## src/rtl/axi_llc_tag_req_arb.sv

```systemverilog
// Request arbiter in front of the LLC tag store: issues one BIST request after reset,
// then merges flush and lookup requests into a single registered valid/ready channel.
module axi_llc_tag_req_arb #(
  parameter int unsigned SetAssociativity = 4,
  parameter int unsigned IndexLength      = 8,
  parameter int unsigned TagLength        = 8,
  parameter bit          EnableBist       = 1'b1,
  // req_o layout, MSB first: {mode[1:0], indicator[SA], index[IL], tag[TL], dirty}
  localparam int unsigned ReqW = 2 + SetAssociativity + IndexLength + TagLength + 1
) (
  input  logic                        clk_i,
  input  logic                        rst_ni,
  input  logic [SetAssociativity-1:0] spm_lock_i,
  input  logic [SetAssociativity-1:0] flushed_i,
  input  logic                        flush_valid_i,
  output logic                        flush_ready_o,
  input  logic [SetAssociativity-1:0] flush_way_i,
  input  logic [IndexLength-1:0]      flush_index_i,
  input  logic                        lookup_valid_i,
  output logic                        lookup_ready_o,
  input  logic [IndexLength-1:0]      lookup_index_i,
  input  logic [TagLength-1:0]        lookup_tag_i,
  input  logic                        lookup_dirty_i,
  output logic [ReqW-1:0]             req_o,
  output logic                        valid_o,
  input  logic                        ready_i,
  input  logic                        bist_valid_i,
  input  logic [SetAssociativity-1:0] bist_res_i,
  output logic [SetAssociativity-1:0] bist_err_o,
  output logic                        bist_done_o
);

  localparam logic [1:0] MODE_LOOKUP = 2'd1;
  localparam logic [1:0] MODE_FLUSH  = 2'd2;
  localparam logic [1:0] MODE_BIST   = 2'd3;

  localparam logic [1:0] ST_BIST_REQ  = 2'd0;
  localparam logic [1:0] ST_BIST_WAIT = 2'd1;
  localparam logic [1:0] ST_IDLE      = 2'd2;

  typedef struct packed {
    logic [1:0]                  mode;
    logic [SetAssociativity-1:0] indicator;
    logic [IndexLength-1:0]      index;
    logic [TagLength-1:0]        tag;
    logic                        dirty;
  } store_req_t;

  logic [1:0]                  state;
  logic                        vld_p0;
  store_req_t                  req_p0;
  store_req_t                  next_req;
  store_req_t                  bist_req;
  logic                        last_lookup;
  logic [SetAssociativity-1:0] bist_err;
  logic                        bist_done;

  logic [SetAssociativity-1:0] avail;
  logic                        lookup_req;
  logic                        slot_free;
  logic                        open;
  logic                        grant_flush;
  logic                        grant_lookup;

  // A lookup is only presentable when at least one way is neither SPM-locked nor flushed.
  assign avail      = ~(spm_lock_i | flushed_i);
  assign lookup_req = lookup_valid_i & (|avail);
  assign slot_free  = !vld_p0 | ready_i;
  assign open       = (state == ST_IDLE) & slot_free;

  // last_lookup resets high so flush wins the first contested cycle.
  assign grant_flush  = open & flush_valid_i & (!lookup_req | last_lookup);
  assign grant_lookup = open & lookup_req & !grant_flush;

  assign flush_ready_o  = grant_flush;
  assign lookup_ready_o = grant_lookup;

  always_comb begin
    bist_req           = '0;
    bist_req.mode      = MODE_BIST;
    bist_req.indicator = '1;
  end

  always_comb begin
    next_req = '0;
    if (grant_flush) begin
      next_req.mode      = MODE_FLUSH;
      next_req.indicator = flush_way_i;
      next_req.index     = flush_index_i;
    end else begin
      next_req.mode      = MODE_LOOKUP;
      next_req.indicator = avail;
      next_req.index     = lookup_index_i;
      next_req.tag       = lookup_tag_i;
      next_req.dirty     = lookup_dirty_i;
    end
  end

  // Stage p0: single-entry output register and BIST sequencer
  always_ff @(posedge clk_i or negedge rst_ni) begin
    if (!rst_ni) begin
      state       <= EnableBist ? ST_BIST_REQ : ST_IDLE;
      vld_p0      <= 1'b0;
      req_p0      <= '0;
      last_lookup <= 1'b1;
      bist_err    <= '0;
      bist_done   <= 1'b0;
    end else begin
      case (state)
        ST_BIST_REQ: begin
          if (!vld_p0) begin
            vld_p0 <= 1'b1;
            req_p0 <= bist_req;
          end else if (ready_i) begin
            vld_p0 <= 1'b0;
            state  <= ST_BIST_WAIT;
          end
        end
        ST_BIST_WAIT: begin
          if (bist_valid_i) begin
            bist_err  <= bist_res_i;
            bist_done <= 1'b1;
            state     <= ST_IDLE;
          end
        end
        ST_IDLE: begin
          bist_done <= 1'b1;
          if (grant_flush || grant_lookup) begin
            vld_p0      <= 1'b1;
            req_p0      <= next_req;
            last_lookup <= grant_lookup;
          end else if (ready_i) begin
            vld_p0 <= 1'b0;
          end
        end
        default: state <= ST_IDLE;
      endcase
    end
  end

  assign valid_o     = vld_p0;
  assign req_o       = req_p0;
  assign bist_err_o  = bist_err;
  assign bist_done_o = bist_done;

`ifndef SYNTHESIS
  flush_way_onehot: assert property (@(posedge clk_i) disable iff (!rst_ni)
    flush_valid_i |-> $onehot(flush_way_i))
    else $fatal(1, "flush_way_i is not one-hot while flush_valid_i is high");

  single_grant: assert property (@(posedge clk_i) disable iff (!rst_ni)
    !(flush_ready_o && lookup_ready_o));

  held_while_stalled: assert property (@(posedge clk_i) disable iff (!rst_ni)
    (valid_o && !ready_i) |=> (valid_o && $stable(req_o)));
`endif

endmodule
```

## config.mk

```make
export PLATFORM = sky130hd
export DESIGN_NAME = axi_llc_tag_req_arb
export DESIGN_NICKNAME = d
export VERILOG_FILES = /design/src/rtl/axi_llc_tag_req_arb.sv
export SDC_FILE = /design/constraint.sdc
export NUM_CORES = 1
export LEC_CHECK = 0
export BUFFER_PORTS_ARGS = -buffer_cell sky130_fd_sc_hd__clkbuf_2
export CAP_MARGIN = 10
export CORE_MARGIN = 2
export CORE_UTILIZATION = 47
export CTS_CLUSTER_DIAMETER = 50
export DETAILED_ROUTE_END_ITERATION = 6
export HOLD_SLACK_MARGIN = 0.03
export PLACE_DENSITY_LB_ADDON = 0.12
export SLEW_MARGIN = 10
export SYNTH_ARGS = -nofsm -noshare
export SYNTH_HDL_FRONTEND = slang
export SYNTH_SLANG_ARGS = --single-unit
```

## constraint.sdc

```tcl
create_clock -name clk_i -period 3.5 [get_ports clk_i]
set_input_delay 0.175 -clock clk_i [delete_from_list [all_inputs] [get_ports clk_i]]
set_output_delay 0.175 -clock clk_i [all_outputs]
set_load 0.01 [all_outputs]
```

### Word-level counts from Yosys, hierarchy flattened

Cells that the tools add are included.

| storage, ports and cells | value |
|---|---|
| register bits | 32 |
| latch bits | 0 |
| bits in writable memories | 0 |
| memory bits (read-only) | 0 |
| memories kept | 0 |

| cells by class | value |
|---|---|
| $add $sub $neg | 0 |
| multiply operators | 0 |
| divide/modulo/power cells | 0 |
| $lt $le $gt $ge | 0 |
| eq/ne operators | 8 |
| shifts and indexed selects | 0 |
| multiplexer cells | 16 |
| bitwise logic cells | 11 |
| reductions and logical operators | 14 |

Operators by type and width:

| operator | number |
|---|---|
| 23-bit two-way mux | 2 |
| 23-bit one-hot mux with 2 select lines | 1 |
| 14-bit two-way mux | 1 |
| 9-bit two-way mux | 1 |
| 2-bit inequality test (second input constant) | 4 |
| 2-bit AND reduction | 4 |
| 1-bit AND | 6 |
| 2-bit two-way mux | 3 |
| 2-bit one-hot mux with 3 select lines | 1 |
| 1-bit two-way mux | 5 |
| 4-bit inverter | 1 |
| 4-bit OR | 1 |
| 1-bit one-hot mux with 2 select lines | 2 |
| 4-bit AND reduction | 1 |
| 2-bit nonzero test | 2 |
| 4-bit OR reduction | 1 |
| 1-bit zero test | 3 |
| 3-bit by 2-bit inequality test with 1-bit output (second input constant) | 1 |
| 3-bit AND reduction | 1 |
| 2-bit by 1-bit equality test with 1-bit output (second input constant) | 1 |
| 2-bit equality test (second input constant) | 1 |
| 2-bit zero test | 1 |
| 2-bit by 1-bit inequality test with 1-bit output (second input constant) | 1 |
| 1-bit OR | 2 |
| other kinds (2) | 2 |

### Depth between registers and ports, before layout

| depth | value |
|---|---|
| word-level depth | 12 |
| mapped depth | 6 |
| gate-level depth less buffers | 4 |

### Worst setup path before layout

OpenSTA, ideal clock, no wires.

| timing | value |
|---|---|
| kind | flip-flop to flip-flop |
| start | register last_lookup |
| end | register req_p0 (netlist bit req_o[1]) |
| library setup time | 0.121 ns |
| arrival time | 1.376 ns |
| path slack | 2.003 ns |
| stages on the path, launching flop included | 6 |
| buffers on the path | 2 |
| cell sequence | dfstp_2 -> and2_1 -> clkbuf_1 -> nor2_1 -> buf_2 -> a22o_1 |

| on the way | value |
|---|---|
| word-level cells in the longest chain between the ends | 7 |

Ends and longest elaborated chain:

| item | RTL line | RTL |
|---|---|---|
| start: declaration | 54 | `logic last_lookup;` |
| start signal: assignment | 131 | `last_lookup <= grant_lookup;` |
| 1-bit OR | 72 | `assign grant_flush = open & flush_valid_i & (!lookup_req \| last_lookup);` |
| 1-bit AND | 72 |  |
| 1-bit zero test | 73 | `assign grant_lookup = open & lookup_req & !grant_flush;` |
| 1-bit AND | 73 |  |
| named net lookup_ready_o | 20 | `output logic lookup_ready_o,` |
| 1-bit logical OR | 128 | `if (grant_flush \|\| grant_lookup) begin` |
| 2-bit by 1-bit inequality test with 1-bit output (no line) | -- |  |
| 3-bit AND reduction (no line) | -- |  |
| end signal: assignment | 113 | `req_p0 <= bist_req;` |
| end signal: assignment | 130 | `req_p0 <= next_req;` |
| end: declaration | 51 | `store_req_t req_p0;` |

The timed path passes the listed nets, and every way through them passes these cells. The select of a mux whose other input is x is not followed.
A chain may end at the register's enable or synchronous reset.

### Worst setup path in the final report

| timing | value |
|---|---|
| start | register state[1] |
| end | output lookup_ready_o |

| on the way | value |
|---|---|
| word-level cells in the longest chain between the ends | 6 |

Ends and longest elaborated chain:

| item | RTL line | RTL |
|---|---|---|
| start: declaration | 49 | `logic [1:0] state;` |
| start signal: assignment | 102 | `state <= EnableBist ? ST_BIST_REQ : ST_IDLE;` |
| 2-bit equality test (*) | 69 | `assign open = (state == ST_IDLE) & slot_free;` |
| 1-bit AND (*) | 69 |  |
| 1-bit AND (2 in a row) | 72 |  |
| 1-bit zero test | 73 |  |
| 1-bit AND (*) | 73 |  |
| end: declaration | 20 |  |

Mark *: on every way between the ends. The rest lies on a longest branch, timed or not.

==> run metrics <==
status=completed; worst slew pin tran=around 0.79 ns; vias in the first global route=roughly 1200; # H-tree levels=2; syn_nets=164; Worst path max stage delay=0.70 ns; RSZ-0062 raised after global routing=false; f_max=approximately 410 MHz; synthesis warning total=0; Total GRT Usage=around a fifth; Die Height=a little under 60 um; area growth from synthesis to layout=33.9%; global-route wire length before repair=roughly 5300 um; top cell type's share of synthesized area=a little over half; WHS=~0.048 ns; final WL=between 3000 and 4000 um; PwrDens=between 800 and 900 nW/um2; PortBufs=slightly below 80; syn_area_per_cell=about 12 um2; GPL Wtd Cong=approximately 0.76; most frequent cells after synthesis=dfrtp_1 (31), nor3b_1 (12), a22o_1 (9); post-CTS setup buffers=0; CTS tree=yes; max-slew violation count=0; Worst R2R Path Depth=4; post-synthesis instance area=around 1400 um2; Die X=~59 um; fin crit share=approximately 70%; Post-synth EDFFs=0; Worst-Skew Late Latency=approximately 0.34 ns; cts bufs inserted=5; synthesized instance count=roughly 120; Yosys top cell by area=dfrtp_1; static leakage=0.986 nW; MaxCap Viol Count=0; Final HPWL DP=2410 um; Crit. path cell count=4; CP arrival=around 2.3 ns; antenna violations before repair=0; fraction of layout cells with a size suffix above 1=47.7%; core area=a little under 3000 um2; Layout Nets=243; Worst VDD drop=~0.00042 V; worst path bufs/invs=1; starting density of the core=between 40% and 50%; CP delay by family, top=simple AND/OR/NAND/NOR gates; Site Rows=20; DIE AREA=3530 um2; Final Hold Viols=0; Clock transition at path regs=roughly 0.10 ns; setup violators final=0; placed cell area=~1800 um2; Antenna diodes=0; Starting DRT DRC Count=94; drt via density=between 5 and 6; worst min path class=primary input to flop; Final Cell Area=about 1900 um2; Setup CP Type=flop to output pin; count leader, synth=dfrtp_1; Final Skew=0.00990 ns; #FFs+latches synth=32; share of the yosys chip area belonging to registers=around 55%; ANT nets after route=0; Clock Tree Buf Depth=2; CP max FO=17; normalized max-slew margin=46.9%; final setup TNS=0 ns; Root Buffer=clkbuf_4; GRT overflow=0; first-pass detailed-route iteration total=4; # DRC=0; I/O pin cnt=78; critical path endpoint category=output pin; total vias in the final route=between 1000 and 1500; CP max stage cell=nor2_1; most area-consuming cells after synthesis=dfrtp_1 (54%), nor3b_1 (6.2%), a221o_1 (5.5%), a22o_1 (5.5%), o22a_1 (4.8%); Synth Flop Type=dfrtp_1; largest net degree at the start of global routing=33; cells along the critical path=nor2b_4, o2111ai_4, nor2_1, clkbuf_2; Final min period=approximately 2.5 ns; Cell variety after synth=30; Num Clock Sinks=32; Setup crit start kind=flop; drt wl/cell=14.4 um; Async SR Flop Fraction=100%; Reg2Reg Setup Slack=~1.5 ns; worst hold stages=2; WP data required=3.32 ns
cells by family after synthesis:
kind of cell | Yosys count | synth area share, %
AO/OA/AOI/OAI | 39 | 24.0
flip-flops | 32 | 55.5
AND/OR/NAND/NOR | 32 | 13.5
buffers and inverters | 10 | 3.90
multiplexers | 4 | 3.12
worst reg2reg max path: stages, from the launching register on:
cell and delay [ns]:
dfrtp_1 0.45, nor2b_4 0.17, nand3_1 0.37, o311a_1 0.72
a221o_1 0.27
per-layer routing:
layer | global-route usage [%] | up-vias | routed length (um)
li1 | - | 611 | -
met1 | 25.7 | 606 | 1390
met2 | 31.9 | 48 | 1610
met3 | 6.11 | 5 | 260
met4 | 11.0 | 0 | 41
met5 | 0 | - | 0
placed cells by master, fill, tap and decap left out, types with 2 or more instances in the layout:
| cell type | Yosys | layout |
|---|---|---|
| inv_1 | 4 | 4 |
| clkbuf_8 | 0 | 2 |
| a21oi_1 | 4 | 4 |
| a22o_1 | 9 | 9 |
| clkbuf_4 | 0 | 5 |
| nand2b_1 | 2 | 2 |
| o22ai_1 | 2 | 2 |
| clkbuf_2 | 0 | 77 |
| nor3_1 | 4 | 4 |
| dfrtp_1 | 31 | 31 |
| a221o_1 | 8 | 8 |
| nor2_1 | 8 | 8 |
| nor3b_1 | 12 | 12 |
| o22a_1 | 8 | 8 |
| mux2_2 | 4 | 4 |
metrics by stage:
step / util (%) / setup slack (ns) / std cells / power (mW)
floorplan: - / 2.00 / 117 / 1.02
global placement: 61.5 / 1.53 / 221 / 1.22
detailed placement: 61.5 / 1.41 / 221 / 1.24
CTS: 65.0 / 1.02 / 230 / 1.57
global route: 65.0 / 0.812 / 230 / 1.66
finish: 65.0 / 1.05 / 230 / 1.55
final cells by class:
class	instances	area, um2
sequential	32	802
clock buffer	7	65.1
tap	33	41.3
inverter	4	15.0
fill	250	1040
clock inverter	1	30.0
timing repair buffer	78	395
multi-input combinational	75	587
path summary, 6_finish.rpt:
path / from / to
worst max-delay path: state[1]$_DFFE_PN0P_ / lookup_ready_o
min in group asynchronous: rst_ni / req_o[19]$_DFFE_PN0P_
max in group asynchronous: rst_ni / bist_err_o[2]$_DFFE_PN0P_
worst max register to register: state[1]$_DFFE_PN0P_ / req_o[16]$_DFFE_PN0P_
worst min register to register: bist_done_o$_DFFE_PN0P_ / bist_done_o$_DFFE_PN0P_
worst min-delay path: lookup_tag_i[0] / req_o[1]$_DFFE_PN0P_
power breakdown:
| group | total, mW | internal [mW] | switching (mW) |
|---|---|---|---|
| logic | 0.604 | 0.289 | 0.315 |
| registers | 0.625 | 0.526 | 0.0985 |
| clock network | 0.320 | 0.190 | 0.130 |
| total | 1.55 | 1.00 | 0.544 |
repair_timing:
action	4_1_cts	5_1_grt
hold buffers	1	0
hold endpoints to repair	31	0
gates resized for setup	0	0
registers in the layout (all words and copies together), names as in the netlist:
register / flops
bist_done_o: 1
bist_err_o: 4
last_lookup: 1
req_o: 23
state: 2
valid_o: 1
(Power assumes the default switching activity.)
